### src/rtl/regfile_mp.sv
// Multi-port integer register file: two write ports, NRD bypassed read ports,
// and per-register pending bits that let decode stall on outstanding loads.
module regfile_mp #(
  parameter int XLEN = 32,
  parameter int NREG = 32,
  parameter int NRD  = 2,
  localparam int AW  = $clog2(NREG)
) (
  input  logic                clk_i,
  input  logic                regrst_ni,
  input  logic [NRD*AW-1:0]   rs_i,
  output logic [NRD*XLEN-1:0] rdata_o,
  output logic [NRD-1:0]      rbusy_o,
  input  logic                wa_en_i,
  input  logic [AW-1:0]       wa_rd_i,
  input  logic [1:0]          wa_sel_i,
  input  logic [XLEN-1:0]     wa_alu_i,
  input  logic [XLEN-1:0]     wa_link_i,
  input  logic [XLEN-1:0]     wa_ld_i,
  input  logic                wb_en_i,
  input  logic [AW-1:0]       wb_rd_i,
  input  logic [XLEN-1:0]     wb_data_i,
  input  logic                pend_set_i,
  input  logic [AW-1:0]       pend_rd_i,
  input  logic                flush_i
);

  logic [XLEN-1:0] regs_q [NREG];
  logic [XLEN-1:0] regs_d [NREG];
  logic [NREG-1:0] pend_q;
  logic [NREG-1:0] pend_d;
  logic [XLEN-1:0] wa_data;
  logic            wa_we;
  logic            wb_we;

  always_comb begin
    unique case (wa_sel_i)
      2'd0:    wa_data = wa_alu_i;
      2'd1:    wa_data = wa_link_i;
      2'd2:    wa_data = wa_ld_i;
      default: wa_data = '0;
    endcase
  end

  assign wa_we = wa_en_i && (wa_rd_i != '0);
  assign wb_we = wb_en_i && (wb_rd_i != '0);

  // Port A is applied after port B so the younger instruction's data wins.
  always_comb begin
    regs_d = regs_q;
    if (wb_we) regs_d[wb_rd_i] = wb_data_i;
    if (wa_we) regs_d[wa_rd_i] = wa_data;
    regs_d[0] = '0;
  end

  // Later assignments take priority: set beats B-clear, flush beats everything.
  always_comb begin
    pend_d = pend_q;
    if (wb_we) pend_d[wb_rd_i] = 1'b0;
    if (pend_set_i && (pend_rd_i != '0)) pend_d[pend_rd_i] = 1'b1;
    if (flush_i) pend_d = '0;
    pend_d[0] = 1'b0;
  end

  always_ff @(posedge clk_i or negedge regrst_ni) begin
    if (!regrst_ni) begin
      regs_q <= '{default: '0};
      pend_q <= '0;
    end else begin
      regs_q <= regs_d;
      pend_q <= pend_d;
    end
  end

  always_comb begin
    rdata_o = '0;
    rbusy_o = '0;
    for (int unsigned k = 0; k < NRD; k++) begin
      logic [AW-1:0]   rs;
      logic [XLEN-1:0] val;
      logic            busy;
      rs   = rs_i[k*AW +: AW];
      val  = '0;
      busy = 1'b0;
      if (rs != '0) begin
        if (wa_en_i && (wa_rd_i == rs))      val = wa_data;
        else if (wb_en_i && (wb_rd_i == rs)) val = wb_data_i;
        else                                 val = regs_q[rs];
        busy = pend_q[rs] && !(wb_en_i && (wb_rd_i == rs));
      end
      if (regrst_ni) begin
        rdata_o[k*XLEN +: XLEN] = val;
        rbusy_o[k]              = busy;
      end
    end
  end

endmodule

### config.mk
export PLATFORM = sky130hd
export DESIGN_NAME = regfile_mp
export DESIGN_NICKNAME = d
export VERILOG_FILES = /design/src/rtl/regfile_mp.sv
export SDC_FILE = /design/constraint.sdc
export NUM_CORES = 2
export LEC_CHECK = 0
export BUFFER_PORTS_ARGS = -buffer_cell sky130_fd_sc_hd__buf_4
export CAP_MARGIN = 20
export CORE_UTILIZATION = 64
export DETAILED_ROUTE_END_ITERATION = 10
export GPL_TIMING_DRIVEN = 1
export PLACE_DENSITY = 0.89
export SETUP_SLACK_MARGIN = 0.3
export SLEW_MARGIN = 20
export SYNTH_ARGS = -nofsm -noshare
export SYNTH_HDL_FRONTEND = slang
export SYNTH_SLANG_ARGS = --single-unit
### constraint.sdc
create_clock -name clk_i -period 3 [get_ports clk_i]
set_input_delay 0.45 -clock clk_i [delete_from_list [all_inputs] [get_ports clk_i]]
set_output_delay 0.45 -clock clk_i [all_outputs]
set_load 0.05 [all_outputs]
==> results of run 1 <==
[stage by stage]
| stage | instance area [um^2] | instances | hold WS [ns] |
|---|---|---|---|
| detailed placement | 72750 | 8000 | 0.2685 |
| global placement | 72750 | 8000 | 0.2677 |
| floorplan | 65970 | 6639 | 0.1544 |
| CTS | 81280 | 8431 | 0.04165 |
[metal layers]
layer  GRT overflow  GRT usage (%)
met5              1          60.05
met4             17          75.03
met3              5          77.35
met2              8          89.35
met1              2          78.80
[what timing repair did]
item | CTS
buffers inserted | 200
setup endpoints to repair | 66
endpoints found under the hold margin | 59
resized for setup | 523
hold buffers | 1
gates cloned | 26
pin swaps | 142
[logic make-up after synthesis]
group | after synthesis | share of synthesized area [%]
multiplexers | 1570 | 30.55
buffers and inverters | 812 | 5.298
AND/OR/NAND/NOR | 1517 | 9.471
XOR/XNOR | 20 | 0.2663
AO/OA/AOI/OAI | 1697 | 15.50
flip-flops | 1023 | 38.92
==> results.ini, run 1 <==
[placement]
io_buffers = 226
gp_congestion = 1.054
place_worst_setup_slack_ns = -0.4057
hpwl_um = 182500

[synthesis]
yosys_warnings = 0
ys_seq_elements = 1023
synth_ff_type = dfrtp_1
ys_top_cells_by_area = dfrtp_1 39%, mux2i_1 17%, mux4_2 12%
synth_top_area_cell = dfrtp_1
postSynthCellCount = 6639
synthArstFlopShare_pct = 100.0
yosysMostFrequentCell = mux2i_1
synth_nets = 6800
synth_top_area_share_pct = 38.92
yosysSeqAreaShare_pct = 38.92
avgSynthCellArea_um2 = 9.907
syn_area_um2 = 65780
ys_types = 59
synth_common_cells = 1132 x mux2i_1, 1023 x dfrtp_1, 1017 x nand2_1, 915 x o21ai_0, 528 x clkbuf_1
synth-edff-count = 0

[floorplanning]
die_w_um = 322.6
initial_core_util_pct = 64.56
ios = 227
row_count = 117
dieHeight_um = 322.6

[cts]
cts_root_buf = clkbuf_16
htreeDepth = 3
cts_buffer_depth = 3
numCtsBuffers = 110
clock_sinks = 1023

[global_route]
gr-total-overflow = 33
grt_max_degree = 145
track_usage_pct = 80.49

[run_status]
firstError = [ERROR GRT-0232] Routing congestion too high. Check the congestion heatmap in the GUI.
haltStage = global routing
status = stopped before the end

[timing]
worst-ep-kind = top-level output
postGrtWorstEndpoint = rdata_o[51]

==> run 2: changes to the inputs <==
--- a/config.mk
+++ b/config.mk
@@ -7,11 +7,10 @@
 export LEC_CHECK = 0
 export BUFFER_PORTS_ARGS = -buffer_cell sky130_fd_sc_hd__buf_4
 export CAP_MARGIN = 20
-export CORE_UTILIZATION = 64
+export CORE_UTILIZATION = 40
 export DETAILED_ROUTE_END_ITERATION = 10
 export GPL_TIMING_DRIVEN = 1
-export PLACE_DENSITY = 0.89
-export SETUP_SLACK_MARGIN = 0.3
+export PLACE_DENSITY_LB_ADDON = 0.15
 export SLEW_MARGIN = 20
 export SYNTH_ARGS = -nofsm -noshare
 export SYNTH_HDL_FRONTEND = slang
==> results.ini, run 2 <==
[setup_path]
r2r.worst_path.cells = 3
arrival_ns = 2.93
cpMostUsedCell = buf_12
r2r_slack_ns = 1.68
cp_max_fo = 3
crit_type = reg2out
crit_path_start = regs_q[499]
cpPeakStageDelay_ns = 0.56
path_cells = mux4_2, a2111oi_4, nor3_2, a221o_1, buf_12, buf_12
rr_endpoint = pend_q[13]
slowest_stage = mux4_2
cp-end-kind = output port
worst_ep_required_time_ns = 2.55
worst_setup_path_start_kind = register
setup.worst_path.end = rdata_o[51]
reg2reg_from = pend_q[13]

[synthesis]
ys_seq_elements = 1023  ; unchanged
synth_common_cells = 1132 x mux2i_1, 1023 x dfrtp_1, 1017 x nand2_1, 915 x o21ai_0, 528 x clkbuf_1
ys_top_cells_by_area = dfrtp_1 39%, mux2i_1 17%, mux4_2 12%
synth_top_area_share_pct = 38.92  ; unchanged
yosysMostFrequentCell = mux2i_1
postSynthCellCount = 6639  ; unchanged
avgSynthCellArea_um2 = 9.907  ; unchanged
synth-edff-count = 0  ; unchanged
syn_area_um2 = 65780  ; unchanged
synthArstFlopShare_pct = 100.0  ; unchanged
yosysSeqAreaShare_pct = 38.92  ; unchanged
synth_ff_type = dfrtp_1
synth_nets = 6800  ; unchanged
ys_types = 59  ; unchanged
synth_top_area_cell = dfrtp_1
yosys_warnings = 0  ; unchanged

[placement]
io_buffers = 226  ; unchanged
gp_congestion = 0.9723  ; -7.7%
place_worst_setup_slack_ns = -0.7193  ; -0.3136 ns
hpwl_um = 213200  ; +17%
dp_cells = 8923  ; +12%

[timing]
finalClockSkew_ns = 0
setup_viol = 41
max_freq_mhz = 295.8
post-route-period-util_pct = 112.7
rsz0062_at_grt = yes
slew_headroom_pct = 31.36
setup_tns_ns = -6.201
fin_crit_ns = 3.380
finalHoldViolations = 0
drv_slew = 0
layout_setup_ws_ns = -0.3803
tightest_slew_ns = 1.030

[layout]
drive_gt1_share_pct = 28.66
stdcell_count = 9290
multi_input_area_um2 = 39100
area_growth_pct = 25.80
mostFrequentLayoutCells = 1125 x mux2i_1, 1023 x dfrtp_1, 982 x nand2_1, 895 x o21ai_0, 717 x buf_4
largest_register_ffs = 992
top_register = regs_q
nNetsFinal = 7167
final_common_cell = mux2i_1
n_fill_cell = 14690
seq_area_um2 = 25600
reg_top3 = regs_q (992), pend_q (31)

[cts]
tritoncts = yes
clock_sinks = 1023  ; unchanged
cts_root_buf = clkbuf_16
cts_buffer_depth = 3  ; unchanged
path_clk_slew_ns = 0.06
numCtsBuffers = 130  ; +18%
htreeDepth = 4  ; +1
clock_latency_ns = 0.79

[hold_path]
hp-start = flush_i
hold_path_class = in2reg
holdPathStages = 2

[route]
wirelength_um = 338600
vias_per_cell = 6.680
via_count = 62060
dr.first_iter.drc_count = 9206
firstDrtPassIters = 8
route.detailed.drc = 0
ant_nets = 0
detail_route.wl_per_cell_um = 36.44

[floorplanning]
ios = 227  ; unchanged
die_w_um = 407.5  ; +26%
dieHeight_um = 407.5  ; +26%
initial_core_util_pct = 40.36  ; -24 points
core-area_um2 = 163000
row_count = 148  ; +26%
die_area_um2 = 166100

[power]
peakVddDrop_v = 0.0005702
power_density_nw_per_um2 = 612.6
power_mw = 50.69
leakagePower_nw = 35.58

[global_route]
grt_pass1_wl_um = 468100
antenna_found_initial = 16
grt_max_degree = 158
grt_pass1_vias = 58470
gr-total-overflow = 0
track_usage_pct = 39.62

[run]
drv_cap = 0

[run_status]
violations = setup timing
status = finished, violations left

run 2: metrics by stage:
| stage | area, um^2 | util [%] | hold WS, ns |
|---|---|---|---|
| finish | 82750 | 50.78 | 0.05822 |
| global placement | 74680 | 45.83 | 0.5182 |
| floorplan | 65790 | - | 0.1544 |
| detailed placement | 74680 | 45.83 | 0.5488 |
| global route | 82720 | 50.76 | 0.06884 |
| CTS | 81650 | 50.11 | 0.02286 |
run 2: layout make-up:
cell class,instances,share of cell area (%)
diodes,15,0.04536
clock buffers,194,4.675
clock inverters,32,0.4793
inverters,10,0.04536
multi-input cells,4804,47.25
flip-flops and latches,1023,30.94
well taps,2175,3.289
repair buffers,1037,13.28
run 2: kinds of logic (layout without fill, tap and decap cells):
group	Yosys count	count (layout)	synth area share, %
multiplexers	1570	1570	30.55
XOR/XNOR	20	20	0.2663
other	0	15	0
AND/OR/NAND/NOR	1517	1517	9.471
AO/OA/AOI/OAI	1697	1697	15.50
flip-flops	1023	1023	38.92
buffers and inverters	812	1273	5.298
run 2: worst min-delay path by stage:
| stage | to | slack (ns) |
|---|---|---|
| 2_1_floorplan | pend_q[10] | 0.15 |
| 3_3_place_gp | pend_q[3] | 0.52 |
| 3_5_place_dp | pend_q[3] | 0.55 |
| 4_1_cts | pend_q[10] | 0.02 |
| 5_1_grt | regs_q[874] | 0.07 |
| 6_report | pend_q[10] | 0.06 |
run 2: routing by layer:
metal  up-vias  track usage (%)  wire length (um)
met5         -                0               103
met4        14            26.34             26010
met3      1167            11.86             40250
met2      4601            57.12            143400
met1     31060            51.31            128800
li1      25220                -                 -
run 2: critical path, delay by kind of cell (launching register included):
kind	cells	cell delay [ns]
AOI/OAI and AO/OA	2	0.72
buffers and inverters	2	0.33
DFF	1	0.41
muxes	1	0.56
and+or+nand+nor	1	0.11
run 2: where the power goes:
part	switching [mW]	internal, mW	leakage [nW]
combinational	7.37	6.94	20.5
sequential	2.96	17.2	13.0
clock	6.77	9.44	2.11
run 2: timing repair:
action | 4_1_cts | 5_1_grt
setup buffers | 92 | 38
hold buffers | 5 | 0
cloned | 7 | 4
setup endpoints to repair | 66 | 65
gates resized for setup | 382 | 159
hold endpoints to repair | 61 | 0
pin swaps | 107 | 94
Note: power is estimated with default switching activity, not from simulation.
